`src/rtl/flowline_pkg.sv`:
```
// ============================================================================
// Module : flowline_pkg
// Brief  : Shared encodings for the flowline CPU hazard controller.
// Rev    : 1.0  initial release
// ============================================================================
`default_nettype none

package flowline_pkg;

  localparam logic [1:0] FWD_RF     = 2'b00;
  localparam logic [1:0] FWD_EXALU  = 2'b01;
  localparam logic [1:0] FWD_MEMALU = 2'b10;
  localparam logic [1:0] FWD_MEMLD  = 2'b11;

  localparam logic [1:0] PCSRC_SEQ  = 2'b00;
  localparam logic [1:0] PCSRC_BR   = 2'b01;
  localparam logic [1:0] PCSRC_J    = 2'b10;
  localparam logic [1:0] PCSRC_ILL  = 2'b11;

  typedef enum logic [0:0] {
    RUN  = 1'b0,
    HALT = 1'b1
  } state_e;

endpackage

`default_nettype wire

```
`src/rtl/fwd_sel.sv`:
```
// ============================================================================
// Module : fwd_sel
// Brief  : Operand forwarding select for one ID-stage source register.
// Rev    : 1.0  initial release
// ============================================================================
`default_nettype none

module fwd_sel
  import flowline_pkg::*;
#(
  parameter int REG_ADDR_W = 5
) (
  input  logic [REG_ADDR_W-1:0] r_i,
  input  logic                  use_i,
  input  logic [REG_ADDR_W-1:0] ex_rn_i,
  input  logic                  ex_wreg_i,
  input  logic                  ex_m2reg_i,
  input  logic [REG_ADDR_W-1:0] mem_rn_i,
  input  logic                  mem_wreg_i,
  input  logic                  mem_m2reg_i,
  output logic [1:0]            sel_o
);

  // A load in EX has no data yet, so it falls through to the MEM check.
  always_comb begin
    sel_o = FWD_RF;
    if (use_i && (r_i != '0)) begin
      if (ex_wreg_i && !ex_m2reg_i && (ex_rn_i == r_i)) begin
        sel_o = FWD_EXALU;
      end else if (mem_wreg_i && (mem_rn_i == r_i)) begin
        sel_o = mem_m2reg_i ? FWD_MEMLD : FWD_MEMALU;
      end
    end
  end

endmodule

`default_nettype wire

```
`src/rtl/pipeline_hazard_ctrl.sv`:
```
// ============================================================================
// Module : pipeline_hazard_ctrl
// Brief  : Forwarding, load-use stall, branch flush and illegal-opcode halt
//          for the 5-stage flowline CPU. Define PERF_CNT_EN for counters.
// Rev    : 1.0  initial release
// ============================================================================
`default_nettype none

module pipeline_hazard_ctrl
  import flowline_pkg::*;
#(
  parameter int REG_ADDR_W = 5
) (
  input  logic                  Clk,
  input  logic                  Clrn,
  input  logic [REG_ADDR_W-1:0] id_rs,
  input  logic [REG_ADDR_W-1:0] id_rt,
  input  logic [REG_ADDR_W-1:0] id_rn,
  input  logic                  id_use_rs,
  input  logic                  id_use_rt,
  input  logic                  id_wreg,
  input  logic                  id_m2reg,
  input  logic [1:0]            id_pcsource,
  output logic [1:0]            fwda,
  output logic [1:0]            fwdb,
  output logic                  wpcir,
  output logic                  bubble,
  output logic                  flush_if,
  output logic                  halt
`ifdef PERF_CNT_EN
  ,
  output logic [31:0]           stall_cnt,
  output logic [31:0]           flush_cnt
`endif
);

  state_e                  state_q, state_d;
  logic [REG_ADDR_W-1:0]   ex_rn_q, ex_rn_d, mem_rn_q;
  logic                    ex_wreg_q, ex_wreg_d, mem_wreg_q;
  logic                    ex_m2reg_q, ex_m2reg_d, mem_m2reg_q;
  logic                    stall;

  fwd_sel #(.REG_ADDR_W(REG_ADDR_W)) u_fwd_a (
    .r_i         (id_rs),
    .use_i       (id_use_rs),
    .ex_rn_i     (ex_rn_q),
    .ex_wreg_i   (ex_wreg_q),
    .ex_m2reg_i  (ex_m2reg_q),
    .mem_rn_i    (mem_rn_q),
    .mem_wreg_i  (mem_wreg_q),
    .mem_m2reg_i (mem_m2reg_q),
    .sel_o       (fwda)
  );

  fwd_sel #(.REG_ADDR_W(REG_ADDR_W)) u_fwd_b (
    .r_i         (id_rt),
    .use_i       (id_use_rt),
    .ex_rn_i     (ex_rn_q),
    .ex_wreg_i   (ex_wreg_q),
    .ex_m2reg_i  (ex_m2reg_q),
    .mem_rn_i    (mem_rn_q),
    .mem_wreg_i  (mem_wreg_q),
    .mem_m2reg_i (mem_m2reg_q),
    .sel_o       (fwdb)
  );

  assign stall = ex_wreg_q & ex_m2reg_q & (ex_rn_q != '0) &
                 ((id_use_rs & (ex_rn_q == id_rs)) |
                  (id_use_rt & (ex_rn_q == id_rt)));

  // A stalled branch or illegal opcode is re-decided next cycle.
  always_comb begin
    state_d  = state_q;
    wpcir    = 1'b1;
    bubble   = 1'b0;
    flush_if = 1'b0;
    halt     = 1'b0;
    case (state_q)
      RUN: begin
        if (stall) begin
          wpcir  = 1'b0;
          bubble = 1'b1;
        end else begin
          if (id_pcsource == PCSRC_ILL) state_d = HALT;
          flush_if = (id_pcsource == PCSRC_BR) || (id_pcsource == PCSRC_J);
        end
      end
      HALT: begin
        wpcir  = 1'b0;
        bubble = 1'b1;
        halt   = 1'b1;
      end
    endcase
  end

  always_comb begin
    ex_rn_d    = bubble ? '0   : id_rn;
    ex_wreg_d  = bubble ? 1'b0 : id_wreg;
    ex_m2reg_d = bubble ? 1'b0 : id_m2reg;
  end

  always_ff @(posedge Clk) begin
    if (!Clrn) begin
      state_q     <= RUN;
      ex_rn_q     <= '0;
      ex_wreg_q   <= 1'b0;
      ex_m2reg_q  <= 1'b0;
      mem_rn_q    <= '0;
      mem_wreg_q  <= 1'b0;
      mem_m2reg_q <= 1'b0;
    end else begin
      state_q     <= state_d;
      ex_rn_q     <= ex_rn_d;
      ex_wreg_q   <= ex_wreg_d;
      ex_m2reg_q  <= ex_m2reg_d;
      mem_rn_q    <= ex_rn_q;
      mem_wreg_q  <= ex_wreg_q;
      mem_m2reg_q <= ex_m2reg_q;
    end
  end

`ifdef PERF_CNT_EN
  logic [31:0] stall_cnt_q, flush_cnt_q;

  always_ff @(posedge Clk) begin
    if (!Clrn) begin
      stall_cnt_q <= '0;
      flush_cnt_q <= '0;
    end else if (state_q == RUN) begin
      if (stall)    stall_cnt_q <= stall_cnt_q + 32'd1;
      if (flush_if) flush_cnt_q <= flush_cnt_q + 32'd1;
    end
  end

  assign stall_cnt = stall_cnt_q;
  assign flush_cnt = flush_cnt_q;
`endif

endmodule

`default_nettype wire

```
`config.mk`:
```
export PLATFORM = sky130hd
export DESIGN_NAME = pipeline_hazard_ctrl
export DESIGN_NICKNAME = d
export VERILOG_FILES = /design/src/rtl/flowline_pkg.sv /design/src/rtl/fwd_sel.sv /design/src/rtl/pipeline_hazard_ctrl.sv
export SDC_FILE = /design/constraint.sdc
export NUM_CORES = 1
export LEC_CHECK = 0
export ABC_AREA = 1
export CORE_ASPECT_RATIO = 1.5
export CORE_UTILIZATION = 29
export CTS_CLUSTER_DIAMETER = 120
export DETAILED_ROUTE_END_ITERATION = 8
export GPL_TIMING_DRIVEN = 0
export PLACE_DENSITY = 0.6
export SYNTH_ARGS = -nofsm -noshare
export SYNTH_HDL_FRONTEND = slang
export SYNTH_SLANG_ARGS = --single-unit
```
`constraint.sdc`:
```
create_clock -name Clk -period 1.5 [get_ports Clk]
set_input_delay 0.225 -clock Clk [delete_from_list [all_inputs] [get_ports Clk]]
set_output_delay 0.225 -clock Clk [all_outputs]
set_load 0.03 [all_outputs]
```
==> out/results.md, run 1 <==
| Parameter | Value |
| --- | --- |
| Status | finished with violations |
| Failing checks | negative setup slack |
| Worst slack on hold paths | 382 ps |
| Dpl hpwl | 1850 um |
| Global-route wire length before repair | 3640 um |
| Crit Path Max Fanout | 5 |
| Flop pwr share | 0.438 |
| Worst setup path class | flop to primary output |
| Ports | 31 |
| EDFF count, synth | 0 |
| Count of final setup violators | 7 |
| Library cell contributing the largest single delay on the critical path | sky130_fd_sc_hd__dfxtp_4 |
| Share of the clock period used by the worst path | 1.17 |
| Sequence of cells on the critical path | inv_2, nand2_1, nand2_1, nor2_2, nand3_1, or2_1, a21oi_2, buf_6 |
| Cell leakage power | 0.714 nW |
| Detailed-route via count | 973 |
| Startpoint kind of the worst setup timing path | flop |
| Die Outline Area | 3310 um2 |
| Highest clock frequency the design can meet | 0.569 GHz |
| Buffers plus inverters on the worst setup path | 2 |
| Min cycle time layout | 1760 ps |
| Syn_nets | 168 |
| Count of TritonRoute iterations in the first routing pass | 4 |
| Number of levels in the clock H-tree | 1 |
| # diodes | 0 |
| Fraction of synthesis flops using an asynchronous set or reset pin | 0 |
| Worst setup slack after placement | -982 ps |
| Share of the synthesized area in the top cell type | 0.336 |
| CP peak stage delay | 380 ps |
| Dpl cells | 212 |
| Count of final hold-check violations | 0 |
| Number of register bits inferred by synthesis | 15 |
| Placeable core region | 2910 um2 |
| Dominant cell type by count on the critical path | sky130_fd_sc_hd__nand2_1 |
| Initial Util | 0.307 |
| Number of clock buffers inserted by TritonCTS | 3 |
| Unrepaired setup endpoints after global routing | true |
| Largest clock skew in the final design | 1.31 ps |
| DR WL/cell | 10.2 um |
| GRT Overall Usage | 0.154 |
| Largest net degree at the start of global routing | 10 |
| Fraction of layout cells with a size suffix above 1 | 0.263 |
| Total negative setup slack | -1530 ps |
| Clock latency on the worst-skew pair | 240 ps |
| End-of-flow core utilization | 0.476 |
| Arrival time at the worst endpoint | 1530 ps |
| Clock transition at the registers of the reported paths | 60 ps |
| Design Power | 1.01 mW |
| Post-synthesis average cell area | 6.20 um2 |
| Synth-to-layout area growth | 55.2% |
| Global route overflow | 0 |
| Hold-fix buffers, CTS | 0 |
| Max VDD drop | 0.599 mV |
| Switching Power | 0.286 mW |
| Synth Instances | 144 |
| Combined flip-flop and latch cell area | 315 um2 |
| Count of routing violations after the opening detailed-route iteration | 13 |
| Most used flip-flop cell after synthesis | sky130_fd_sc_hd__dfxtp_1 |
| Fraction of power consumed by combinational cells | 0.244 |
| Antenna Violating Nets Remaining | 0 |
| Proportion of synthesized chip area in sequential cells | 0.336 |
| Post-route DRC violation count | 0 |
| Wire length reported by the detailed router | 2220 um |
| Non-Filler Instances | 218 |
| Largest cells by area after synthesis | sky130_fd_sc_hd__dfxtp_1 34%, sky130_fd_sc_hd__nand2_1 18%, sky130_fd_sc_hd__inv_1 13%, sky130_fd_sc_hd__nor2_1 5.5%, sky130_fd_sc_hd__nand3_1 5.0% |
| Routability Congestion | 0.790 |
| Vias per cell | 4.46 |
| Power density cells | 725 nW/um2 |
| Cell accounting for the most synthesized area | sky130_fd_sc_hd__dfxtp_1 |
| Clock tree from TritonCTS | built |
| Die Ht | 70.0 um |
| Most used cells in the layout excluding fill and tap cells | 35 x sky130_fd_sc_hd__nand2_1, 27 x sky130_fd_sc_hd__inv_1, 11 x sky130_fd_sc_hd__clkdlybuf4s50_1 |
| Area occupied by multi-input gates | 539 um2 |
| Cell chosen for the clock root | sky130_fd_sc_hd__clkbuf_8 |
| IO Port Bufs | 29 |
| Crit path setup slack, layout | -259 ps |
| Total placed instance area | 1240 um2 |
| Die W | 47.3 um |
| Switching part of the total | 0.284 |
| Path type of the worst min-delay path | input port to flop |
| Number of nets at the end of the flow | 204 |
| FP Rows | 24 |
| Worst endpoint required time | 1270 ps |
| Type of destination of the critical path | primary output |
| Cell internal pwr | 0.719 mW |
| YS warnings | 0 |
| Clk sink count | 15 |
| Number of antenna violations at the first check in global routing | 0 |
| Max Slew Vio Count | 0 |
| Cell area after synthesis | 893 um2 |
| Worst path top cell family by delay | simple AND/OR/NAND/NOR gates |
| Cell area after layout | 1390 um2 |
| Pin slew with the least headroom to its limit | 446 ps |
| Max clock buf depth | 2 |
| Leading cell type in the layout, fill and taps excluded | sky130_fd_sc_hd__nand2_1 |
| Number of filler instances in the final layout | 299 |
| Power share of the clock group | 0.318 |
| Relative slew slack | 0.703 |
| Number of max-cap violations | 0 |
| Count of distinct cell types in the synthesized netlist | 20 |
| Via count of the first global-routing pass | 973 |
==> worst reg2reg max path, stage by stage, from the launching register on <==
cell and delay, ps:
sky130_fd_sc_hd__dfxtp_4 360, sky130_fd_sc_hd__buf_4 130, sky130_fd_sc_hd__nor3_2 180, sky130_fd_sc_hd__nand3_1 100, sky130_fd_sc_hd__nand3_1 80, sky130_fd_sc_hd__inv_1 50, sky130_fd_sc_hd__nand2_2 80, sky130_fd_sc_hd__buf_4 130
sky130_fd_sc_hd__nand3_4 90, sky130_fd_sc_hd__nor2_1 110
==> layout make-up <==
type / count / area share
inverters: 35 / 0.0966
well taps: 39 / 0.0352
plain buffers: 1 / 0.00271
clock buffers: 4 / 0.0325
flip-flops and latches: 15 / 0.227
multi-input cells: 93 / 0.389
repair buffers: 31 / 0.217
==> cell families after synthesis <==
| family | Yosys count | synth area share |
|---|---|---|
| xor gates and xnor gates | 8 | 0.0784 |
| buffers and inverters | 36 | 0.151 |
| DFF | 15 | 0.336 |
| AOI/OAI and AO/OA | 8 | 0.0532 |
| adders and majority gates | 1 | 0.0140 |
| and+or+nand+nor | 76 | 0.367 |
==> flip-flops by register name (all words and copies together), names as in the netlist <==
name,cells
mem_wreg_q,1
state_q,1
ex_m2reg_q,1
ex_rn_q,5
mem_rn_q,5
ex_wreg_q,1
mem_m2reg_q,1
==> synthesized netlist by cell type, types with 2 or more instances <==
library cell,count
sky130_fd_sc_hd__nand2_1,42
sky130_fd_sc_hd__inv_1,32
sky130_fd_sc_hd__dfxtp_1,15
sky130_fd_sc_hd__nor2_1,13
sky130_fd_sc_hd__nand3_1,9
sky130_fd_sc_hd__xor2_1,5
sky130_fd_sc_hd__nand4_1,4
sky130_fd_sc_hd__a21oi_1,3
sky130_fd_sc_hd__inv_2,3
sky130_fd_sc_hd__o21ai_0,3
sky130_fd_sc_hd__xnor2_1,3
sky130_fd_sc_hd__a21oi_2,2
sky130_fd_sc_hd__nor3_1,2
sky130_fd_sc_hd__or2_1,2
==> power by group through the flow <==
stage / clock network [mW] / logic (mW) / registers (mW)
5_1_grt: 0.350 / 0.270 / 0.444
3_5_place_dp: 0 / 0.226 / 0.449
6_report: 0.320 / 0.245 / 0.440
3_3_place_gp: 0 / 0.221 / 0.448
2_1_floorplan: 0 / 0.119 / 0.447
4_1_cts: 0.331 / 0.232 / 0.441
==> timing repair <==
| action | 4_1_cts | 5_1_grt |
|---|---|---|
| hold endpoints to repair | 0 | 0 |
| resized for setup | 79 | 12 |
| setup endpoints to repair | 7 | 8 |
| pin swaps | 12 | 10 |
| setup buffers | 1 | 1 |
==> layer usage <==
metal | vias to the layer above | wire length [um] | part of all wire | GRT usage
li1 | 500 | - | - | -
met1 | 429 | 755 | 0.34 | 0.140
met2 | 32 | 1250 | 0.56 | 0.268
met3 | 12 | 96 | 0.043 | 0.0258
met4 | 0 | 123 | 0.055 | 0.124
met5 | - | 0 | 0 | 0
==> worst paths after layout <==
kind / from / end / slack [ps] / cells past startpoint
hold / removal: Clrn / state_q$_SDFF_PN0_ / 380 / 3
setup reg to reg: ex_rn_q[0]$_SDFF_PP0_ / ex_rn_q[0]$_SDFF_PP0_ / 120 / 9
hold reg to reg: ex_m2reg_q$_SDFF_PP0_ / mem_m2reg_q$_SDFF_PN0_ / 440 / 2
setup / recovery: ex_rn_q[1]$_SDFF_PP0_ / fwdb[0] / -260 / 8
No activity file was read; power rests on OpenSTA's default activity.
==> run 2, diff against run 1 <==
--- a/config.mk
+++ b/config.mk
@@ -12,6 +12,7 @@
 export DETAILED_ROUTE_END_ITERATION = 8
 export GPL_TIMING_DRIVEN = 0
 export PLACE_DENSITY = 0.6
+export RECOVER_POWER = 100
 export SYNTH_ARGS = -nofsm -noshare
 export SYNTH_HDL_FRONTEND = slang
 export SYNTH_SLANG_ARGS = --single-unit
==> out/results.md, run 2 (synthesis results as in run 1) <==
| Parameter | Value |
| --- | --- |
| Clk sink count | 15 |
| First element of the critical path | ex_rn_q[1]$_SDFF_PP0_ |
| Arrival time at the worst endpoint | 1540 ps |
| Sequence of cells on the critical path | inv_2, nand2_1, nand2_1, nor2_2, nand3_1, or2_1, a21oi_2, buf_6 |
| Number of clock buffers inserted by TritonCTS | 3 |
| GRT Overall Usage | 0.154 |
| End-of-flow core utilization | 0.472 |
| FP Rows | 24 |
| Min-Delay Path Depth | 3 |
| Synth-to-layout area growth | 53.8% |
| Antenna Violating Nets Remaining | 0 |
| Design Power | 1.00 mW |
| DR WL/cell | 10.2 um |
| Source of the worst hold timing path | Clrn |
| Leading cell type in the layout, fill and taps excluded | sky130_fd_sc_hd__nand2_1 |
| Type of destination of the critical path | primary output |
| Cell chosen for the clock root | sky130_fd_sc_hd__clkbuf_8 |
| Via count of the first global-routing pass | 973 |
| Count of routing violations after the opening detailed-route iteration | 24 |
| Max Slew Vio Count | 0 |
| Count of TritonRoute iterations in the first routing pass | 4 |
| Library cell contributing the largest single delay on the critical path | sky130_fd_sc_hd__dfxtp_4 |
| Clock tree from TritonCTS | built |
| Initial Util | 0.307 |
| Worst setup path class | flop to primary output |
| Ports | 31 |
| Post-route DRC violation count | 0 |
| Clock transition at the registers of the reported paths | 60 ps |
| Detailed-route via count | 972 |
| Dpl hpwl | 1850 um |
| Count of final setup violators | 7 |
| Largest clock skew in the final design | 1.51 ps |
| Number of max-cap violations | 0 |
| Status | finished with violations |
| Routed length on met3 | 98 um |
| Routability Congestion | 0.790 |
| Regs by FF count | ex_rn_q: 5 flops, mem_rn_q: 5 flops |
| Dpl cells | 212 |
| Startpoint kind of the worst setup timing path | flop |
| Reg2Reg Setup Slack | 20 ps |
| Placeable core region | 2910 um2 |
| Number of nets at the end of the flow | 204 |
| Met2 WL post-DR | 1250 um |
| Dominant cell type by count on the critical path | sky130_fd_sc_hd__nand2_1 |
| Relative slew slack | 0.703 |
| Failing checks | negative setup slack |
| Unrepaired setup endpoints after global routing | true |
| Power density cells | 731 nW/um2 |
| Clock latency on the worst-skew pair | 240 ps |
| Crit Path Max Fanout | 5 |
| Largest net degree at the start of global routing | 10 |
| Number of levels in the clock H-tree | 1 |
| Detailed-routing wirelength on met1 | 751 um |
| Path type of the worst min-delay path | input port to flop |
| Global route overflow | 0 |
| Max Used Layer | met4 |
| Number of antenna violations at the first check in global routing | 0 |
| Pin slew with the least headroom to its limit | 446 ps |
| Share of the clock period used by the worst path | 1.18 |
| Most used cells in the layout excluding fill and tap cells | 35 x sky130_fd_sc_hd__nand2_1, 27 x sky130_fd_sc_hd__inv_1, 11 x sky130_fd_sc_hd__clkdlybuf4s50_1 |
| # diodes | 0 |
| Min cycle time layout | 1770 ps |
| Number of cell instances on the worst register-to-register path | 9 |
| Highest clock frequency the design can meet | 0.566 GHz |
| Non-Filler Instances | 218 |
| CP peak stage delay | 380 ps |
| Fraction of layout cells with a size suffix above 1 | 0.257 |
| Worst endpoint required time | 1270 ps |
| Crit path setup slack, layout | -267 ps |
| Vias per cell | 4.46 |
| Die Outline Area | 3310 um2 |
| Die W | 47.3 um |
| Die Ht | 70.0 um |
| Count of final hold-check violations | 0 |
| FF-to-FF Start | ex_rn_q[0]$_SDFF_PP0_ |
| Max VDD drop | 0.599 mV |
| Worst r2r dst | ex_rn_q[0]$_SDFF_PP0_ |
| Cell leakage power | 0.694 nW |
| Max clock buf depth | 2 |
| Worst Hold Path EP | state_q$_SDFF_PN0_ |
| Global-route wire length before repair | 3640 um |
| Wire length reported by the detailed router | 2220 um |
| IO Port Bufs | 29 |
## run 2: changes by cell type in the layout (fill, tap and decap cells not counted)
| cell | before | now |
|---|---|---|
| sky130_fd_sc_hd__dlymetal6s2s_1 | 1 | 0 |
| sky130_fd_sc_hd__buf_4 | 3 | 2 |
| sky130_fd_sc_hd__clkbuf_1 | 2 | 4 |
## run 2: how the worst max path moves through the flow
| stage | end | slack [ps] |
|---|---|---|
| finish | fwdb[0] | -270 |
| global route | fwdb[1] | -350 |
| CTS | fwdb[0] | -270 |
| detailed placement | fwdb[0] | -980 |
| global placement | fwdb[0] | -960 |
| floorplan | fwdb[0] | 30 |
## run 2: where the power goes
part	leakage [nW]	internal (mW)	switching, mW	total (mW)
sequential	0.127	0.419	0.0216	0.440
combinational	0.545	0.111	0.132	0.243
clock	0.0228	0.188	0.132	0.320
## run 2: layer usage
layer,track usage,vias to the layer above
met5,0,-
met4,0.124,0
met3,0.0258,12
met2,0.268,32
met1,0.140,430
li1,-,498
## run 2: cell type report
type	instances	area, um2
fill	302	1540
multi-input combinational	93	539
sequential	15	315
buffer	1	3.75
tap	39	48.8
timing repair buffer	31	288
clock buffer	4	45.0
inverter	35	134
## run 2: through the flow
step	TNS (ps)	instance area (um2)	hold WS (ps)	setup slack [ps]
CTS	-1490	1340	346	-266
global route	-2830	1370	417	-348
detailed placement	-8140	1240	435	-982
floorplan	0	906	337	25.7
finish	-1550	1370	380	-267
global placement	-7580	1240	428	-965
## run 2: repair_timing
item,CTS,global route
setup buffers,1,1
hold endpoints to repair,0,0
hold buffers,0,0
resized for setup,79,12
pin swaps,12,10
setup endpoints to repair,7,8
## run 2: worst max-delay path, delay by kind of cell, from the launching register on
family / cells / cell delay [ps]
DFF: 1 / 380
AOI/OAI and AO/OA: 1 / 170
and+or+nand+nor: 5 / 570
buffers and inverters: 2 / 180
==> run 3, diff against run 2 <==
--- a/config.mk
+++ b/config.mk
@@ -11,6 +11,7 @@
 export CTS_CLUSTER_DIAMETER = 120
 export DETAILED_ROUTE_END_ITERATION = 8
 export GPL_TIMING_DRIVEN = 0
+export HOLD_SLACK_MARGIN = 0.08
 export PLACE_DENSITY = 0.6
 export RECOVER_POWER = 100
 export SYNTH_ARGS = -nofsm -noshare
==> results of run 3 <==
No change in the layout: final DEF, timing and power equal those of run 2.
